## src/rtl/joy_dir_pkg.sv

```systemverilog
// rtl/joy_dir_pkg.sv - shared modes, direction indices and one-hot helpers for joy_dir_filter
package joy_dir_pkg;

  typedef enum logic [1:0] {
    MODE_PASS   = 2'd0,
    MODE_ONEDIR = 2'd1,
    MODE_SOCD   = 2'd2
  } mode_t;

  typedef enum logic {
    ST_IDLE   = 1'b0,
    ST_LOCKED = 1'b1
  } lock_state_t;

  localparam int DIR_RIGHT = 0;
  localparam int DIR_LEFT  = 1;
  localparam int DIR_DOWN  = 2;
  localparam int DIR_UP    = 3;

  // Helpers work on a fixed-width vector; channels zero-extend into it.
  localparam int MAX_DIRS  = 16;
  localparam int DIR_IDX_W = 4;

  typedef logic [MAX_DIRS-1:0]  dir_vec_t;
  typedef logic [DIR_IDX_W-1:0] dir_idx_t;

  function automatic dir_idx_t hi_index(input dir_vec_t vec);
    dir_idx_t idx;
    idx = '0;
    for (int i = 0; i < MAX_DIRS; i++) begin
      if (vec[i]) idx = dir_idx_t'(i);
    end
    return idx;
  endfunction

  function automatic dir_vec_t hi_onehot(input dir_vec_t vec);
    dir_vec_t oh;
    oh = '0;
    if (vec != '0) oh[hi_index(vec)] = 1'b1;
    return oh;
  endfunction

endpackage

```

## src/rtl/joy_dir_chan.sv

```systemverilog
// rtl/joy_dir_chan.sv - one player: sync, debounce, press edge, ONEDIR lock FSM, output register
// JOYDIR_STICKY_EN: ONEDIR remembers the previously locked direction and falls back to it on release.
module joy_dir_chan
  import joy_dir_pkg::*;
#(
  parameter int NUM_DIRS        = 4,
  parameter int DEBOUNCE_CYCLES = 0
) (
  input  logic                clk,
  input  logic                reset_n,
  input  logic [1:0]          mode,
  input  logic [NUM_DIRS-1:0] in_dir,
  output logic [NUM_DIRS-1:0] out_dir,
  output logic                out_chg
);

  logic [NUM_DIRS-1:0] s1, s2, db, db_prev, out_d;
  dir_vec_t            db_w, new_w, mask_d, clr_w;
  lock_state_t         state_q, state_d;
  dir_idx_t            cur_q, cur_d;
`ifdef JOYDIR_STICKY_EN
  dir_idx_t            prv_q, prv_d;
  logic                prv_v_q, prv_v_d;
`endif

  always_ff @(posedge clk or negedge reset_n) begin
    if (!reset_n) begin
      s1      <= '0;
      s2      <= '0;
      db_prev <= '0;
    end else begin
      s1      <= in_dir;
      s2      <= s1;
      db_prev <= db;
    end
  end

  generate
    if (DEBOUNCE_CYCLES == 0) begin : g_no_db
      assign db = s2;
    end else begin : g_db
      localparam int CNT_W = $clog2(DEBOUNCE_CYCLES + 1);
      localparam logic [CNT_W-1:0] CNT_LAST = CNT_W'(DEBOUNCE_CYCLES - 1);
      logic [CNT_W-1:0]    cnt [NUM_DIRS];
      logic [NUM_DIRS-1:0] db_q;

      always_ff @(posedge clk or negedge reset_n) begin
        if (!reset_n) begin
          db_q <= '0;
          for (int i = 0; i < NUM_DIRS; i++) cnt[i] <= '0;
        end else begin
          for (int i = 0; i < NUM_DIRS; i++) begin
            if (s2[i] == db_q[i]) begin
              cnt[i] <= '0;
            end else if (cnt[i] >= CNT_LAST) begin
              db_q[i] <= s2[i];
              cnt[i]  <= '0;
            end else begin
              cnt[i] <= cnt[i] + 1'b1;
            end
          end
        end
      end
      assign db = db_q;
    end
  endgenerate

  assign db_w  = dir_vec_t'(db);
  assign new_w = dir_vec_t'(db & ~db_prev);

  always_ff @(posedge clk or negedge reset_n) begin
    if (!reset_n) begin
      state_q <= ST_IDLE;
      cur_q   <= '0;
`ifdef JOYDIR_STICKY_EN
      prv_q   <= '0;
      prv_v_q <= 1'b0;
`endif
      out_dir <= '0;
      out_chg <= 1'b0;
    end else begin
      state_q <= state_d;
      cur_q   <= cur_d;
`ifdef JOYDIR_STICKY_EN
      prv_q   <= prv_d;
      prv_v_q <= prv_v_d;
`endif
      out_dir <= out_d;
      out_chg <= (out_d != out_dir);
    end
  end

  // A fresh press always wins over a release seen on the same cycle.
  always_comb begin
    state_d = state_q;
    cur_d   = cur_q;
`ifdef JOYDIR_STICKY_EN
    prv_d   = prv_q;
    prv_v_d = prv_v_q;
`endif
    if (mode != MODE_ONEDIR) begin
      state_d = ST_IDLE;
`ifdef JOYDIR_STICKY_EN
      prv_v_d = 1'b0;
`endif
    end else if (new_w != '0) begin
      state_d = ST_LOCKED;
      cur_d   = hi_index(new_w);
`ifdef JOYDIR_STICKY_EN
      prv_d   = cur_q;
      prv_v_d = (state_q == ST_LOCKED);
`endif
    end else if (state_q == ST_LOCKED && !db_w[cur_q]) begin
`ifdef JOYDIR_STICKY_EN
      prv_v_d = 1'b0;
      if (prv_v_q && db_w[prv_q]) cur_d = prv_q;
      else                        state_d = ST_IDLE;
`else
      state_d = ST_IDLE;
`endif
    end

    mask_d = (state_d == ST_IDLE) ? '1 : (dir_vec_t'(1) << cur_d);

    clr_w = '0;
    if (NUM_DIRS >= 4) begin
      if (db_w[DIR_RIGHT] && db_w[DIR_LEFT]) begin
        clr_w[DIR_RIGHT] = 1'b1;
        clr_w[DIR_LEFT]  = 1'b1;
      end
      if (db_w[DIR_DOWN] && db_w[DIR_UP]) begin
        clr_w[DIR_DOWN] = 1'b1;
        clr_w[DIR_UP]   = 1'b1;
      end
    end

    case (mode)
      MODE_ONEDIR: out_d = NUM_DIRS'(hi_onehot(db_w & mask_d));
      MODE_SOCD:   out_d = NUM_DIRS'(db_w & ~clr_w);
      default:     out_d = db;
    endcase
  end

endmodule

```

## src/rtl/joy_dir_filter.sv

```systemverilog
// rtl/joy_dir_filter.sv - multi-player joystick direction conditioner (top)
// JOYDIR_STICKY_EN selects the sticky ONEDIR history inside each channel.
module joy_dir_filter #(
  parameter int NUM_PLAYERS     = 2,
  parameter int NUM_DIRS        = 4,
  parameter int DEBOUNCE_CYCLES = 0
) (
  input  logic                            clk,
  input  logic                            reset_n,
  input  logic [2*NUM_PLAYERS-1:0]        mode,
  input  logic [NUM_PLAYERS*NUM_DIRS-1:0] in_dir,
  output logic [NUM_PLAYERS*NUM_DIRS-1:0] out_dir,
  output logic [NUM_PLAYERS-1:0]          out_chg
);

  for (genvar p = 0; p < NUM_PLAYERS; p++) begin : g_player
    joy_dir_chan #(
      .NUM_DIRS        (NUM_DIRS),
      .DEBOUNCE_CYCLES (DEBOUNCE_CYCLES)
    ) u_chan (
      .clk     (clk),
      .reset_n (reset_n),
      .mode    (mode[2*p +: 2]),
      .in_dir  (in_dir[p*NUM_DIRS +: NUM_DIRS]),
      .out_dir (out_dir[p*NUM_DIRS +: NUM_DIRS]),
      .out_chg (out_chg[p])
    );
  end

endmodule

```

## config.mk

```make
export PLATFORM = sky130hd
export DESIGN_NAME = joy_dir_filter
export DESIGN_NICKNAME = d
export VERILOG_FILES = /design/src/rtl/joy_dir_pkg.sv /design/src/rtl/joy_dir_chan.sv /design/src/rtl/joy_dir_filter.sv
export SDC_FILE = /design/constraint.sdc
export NUM_CORES = 1
export LEC_CHECK = 0
export ABC_AREA = 1
export BUFFER_PORTS_ARGS = -buffer_cell sky130_fd_sc_hd__clkbuf_2
export CAP_MARGIN = 20
export CORE_ASPECT_RATIO = 0.8
export CORE_MARGIN = 3
export CORE_UTILIZATION = 40
export CTS_CLUSTER_SIZE = 14
export DETAILED_ROUTE_END_ITERATION = 8
export PLACE_DENSITY = 0.56
export REMOVE_ABC_BUFFERS = 1
export SLEW_MARGIN = 15
export SYNTH_ARGS = -nofsm -noshare
export SYNTH_HDL_FRONTEND = slang
export SYNTH_HIERARCHICAL = 1
export SYNTH_SLANG_ARGS = --single-unit
```

## constraint.sdc

```tcl
create_clock -name clk -period 2 [get_ports clk]
set_input_delay 0.1 -clock clk [delete_from_list [all_inputs] [get_ports clk]]
set_output_delay 0.1 -clock clk [all_outputs]
set_load 0.005 [all_outputs]
```

==> summary.txt <==
STA
  – Fin. max-slew vios: 0
  – Aggregate negative setup slack: 0 ns
  – Post-layout min period: 1.82 ns
  – Final setup viols: 0
  – Worst Setup Slack, final: 0.183 ns
  – Max-slew headroom: 78.8%
  – Clock skew: 0.00253 ns
  – Slew @ Worst Pin: 0.318 ns
  – RSZ-0062 raised after global routing: yes
  – Final hold vios: 0
  – Tcrit/Tclk final: 90.8%
  – Fmax: 0.550 GHz

Floorplan
  – Core ar.: 4760 um2
  – I/O pin cnt: 24
  – Initial Utilization: 43.1%
  – Height of the die: 70.1 um
  – Die Area: 6030 um2
  – Die X-Extent: 86.1 um
  – Row count: 22

Setup path
  – Crit. Startpoint: g_player[1].u_chan/db[1]$_DFF_PN0_
  – Worst Path Required: 2.18 ns
  – Worst r2r src: g_player[1].u_chan/db[1]$_DFF_PN0_
  – Most used cell, CP: nand2_1
  – Worst path cell trace: nand2_1 -> nand2_1 -> nand2_2 -> nand3_2 -> nand2_4 -> nand3_1 -> nand2_1 -> nand2_1 -> nand3_1 -> nand2_1 -> nand2_1 -> nand2_1 -> nor2_1 -> nand3_2
  – Highest-delay cell along the critical path: dfrtp_2
  – Setup crit start kind: register
  – CP peak stage delay: 0.47 ns
  – Critical Path AT: 2.00 ns
  – CP delay by family, top: simple AND/OR/NAND/NOR gates
  – Worst path buffer plus inverter count: 0
  – CP Capture Type: register
  – Crit-path max FO: 7
  – Setup CP Type: register to register

Detailed routing
  – Initial DRC count: 98
  – Antenna-violating nets left: 0
  – DR vias: 1585
  – Routed vias/inst: 4.50
  – 1st-pass router iterations: 5
  – Drt drc: 0
  – DRT Wirelength: 4140 um
  – DR WL/cell: 11.8 um

Layout
  – P&R area growth vs syn: 21.9%
  – Layout cells sized above 1: 22.9%
  – Non-Filler Instances: 352
  – Antenna cell count: 0
  – # nets final: 309
  – Design area: 2500 um2
  – Fill count: 447

Synthesis
  – Number of flops mapped to enable cells by yosys: 0
  – Number of synthesized register bits: 44
  – Synth warn: 6
  – Post-Synthesis Cell Area: 2050 um2
  – Post-synthesis sequential area ratio: 53.7%
  – Cell taking the most area after synthesis: dfrtp_1
  – FFs w/ async S/R, synth: 100%
  – Count leader, synth: nand2_1
  – Syn Area/Cell: 8.34 um2
  – Synth unique cells: 17
  – Dominant synthesized flop cell: dfrtp_1
  – Post-synth top area share: 53.7%
  – Top post-synthesis cells by area: dfrtp_1 (54%), nand2_1 (14%), nand3_1 (6.8%)
  – Synthesized instance count: 246
  – Commonest cells in the netlist: nand2_1 (76), dfrtp_1 (44), inv_1 (36)

Placed design
  – GP Congestion: 0.779
  – Placed insts: 335
  – IO buf count: 23
  – Pre-CTS setup slack: 0.159 ns
  – Dpl hpwl: 3010 um
  – Placed Instance Area: 2290 um2

Power
  – Clock power share: 33.4%
  – P_int: 1.47 mW
  – Peak VDD IR: 0.535 mV
  – Overall Power: 2.06 mW
  – Psw: 0.582 mW
  – Combinational share of power: 17.8%
  – Sw Ratio: 28.3%
  – Leak pwr: 1.36 nW
  – Pwr dens: 822 nW/um2
  – Sequential Power Share: 48.8%

Clock network
  – # H-tree levels: 2
  – # clock sinks: 44
  – Postcts setup bufs: 0
  – CTS tree: built
  – Clock slew at reported path FFs: 0.08 ns
  – Num CTS Buffers: 5
  – Clock Path Buffers: 2
  – Clk Tree Root Cell: clkbuf_8
  – Clk Latency, worst-skew pair: 0.29 ns

GRT
  – First-pass GRT wire length: 7270 um
  – Total GRT Usage: 15.5%
  – Initial antenna violation count: 0
  – Remaining Overflow, GRT: 0
  – Pin count of the biggest net entering global routing: 21
  – Vias in the first global route: 1533

Flow run
  – Max-cap violations: 0

Min path
  – Worst hold path class: input port to asynchronous set/reset pin

Run status
  – Status: completed
-- power groups by stage --
stage	clock (mW)	combinational [mW]	sequential, mW
global route	0.750	0.420	1.02
floorplan	0	0.235	1.01
global placement	0	0.346	1.02
finish	0.687	0.365	1.00
detailed placement	0	0.348	1.02
CTS	0.714	0.365	1.00
-- cell usage in the layout, fill, tap and decap left out, types with 6 or more instances in the layout --
cell type       n
buf_4           6
inv_1          36
dfrtp_1        41
a21oi_1         6
dlygate4sd3_1   9
nand2_1        76
nand3_1        27
clkbuf_2       23
nor2_1         20
nand3_2         7
nand2_2        10
-- cell families (layout without fill, tap and decap cells) --
kind of cell	count (synthesis)	after routing	synth area share [%]
AO/OA/AOI/OAI	8	8	2.56
adder cells (fa/ha/maj)	4	4	2.44
buffers and inverters	40	86	7.32
flip-flops	44	44	53.7
AND/OR/NAND/NOR	150	150	34.0
-- routing by layer --
metal / share of wire [%] / up-vias / GRT usage, % / wire length [um]
met5: 0 / - / 0 / 0
met1: 57 / 712 / 24.0 / 2360
met2: 39 / 23 / 20.3 / 1620
met4: 1.2 / 0 / 4.92 / 50
li1: - / 846 / - / -
met3: 2.8 / 4 / 4.36 / 116
-- timing repair --
| item | 4_1_cts | 5_1_grt |
|---|---|---|
| hold buffers | 9 | 0 |
| resized for setup | 0 | 4 |
| setup endpoints to repair | 0 | 2 |
| hold endpoints to repair | 17 | 0 |
-- per-stage QoR --
step / utilization, % / hold WS [ns]
floorplan: - / -0.196
global placement: 48.0 / 0.0102
detailed placement: 48.0 / 0.00972
CTS: 52.3 / 0.231
global route: 52.5 / 0.229
finish: 52.5 / 0.224
-- final cells by class --
class	instances	area, um2	area share (%)
Sequential cell	44	1100	44.2
Multi-Input combinational cell	162	806	32.2
Timing Repair Buffer	38	250	10.0
Inverter	40	150	6.00
Tap cell	60	75.1	3.00
Clock buffer	5	68.8	2.75
Clock inverter	3	46.3	1.85
-- state kept, by name (all words and copies together) (netlist names) --
register / flops
g_player.u_chan/out_chg: 2
g_player.u_chan/cur_q: 8
g_player.u_chan/db_prev: 8
g_player.u_chan/out_dir: 8
g_player.u_chan/s1: 8
g_player.u_chan/state_q: 2
g_player.u_chan/db: 8
-- final timing paths --
kind                                                                end  slack, ns  cells after the start
worst min-delay path               g_player[1].u_chan/state_q$_DFF_PN0_       0.22                      2
max in group asynchronous            g_player[0].u_chan/db[1]$_DFF_PN0_       1.19                      3
min in group clk                g_player[1].u_chan/out_dir[3]$_DFF_PN0_       0.31                      6
worst max-delay path               g_player[1].u_chan/out_chg$_DFF_PN0_       0.18                     14
worst min register to register       g_player[0].u_chan/db[3]$_DFF_PN0_       0.35                      0
worst max register to register     g_player[1].u_chan/out_chg$_DFF_PN0_       0.18                     14
(Power assumes the default switching activity.)
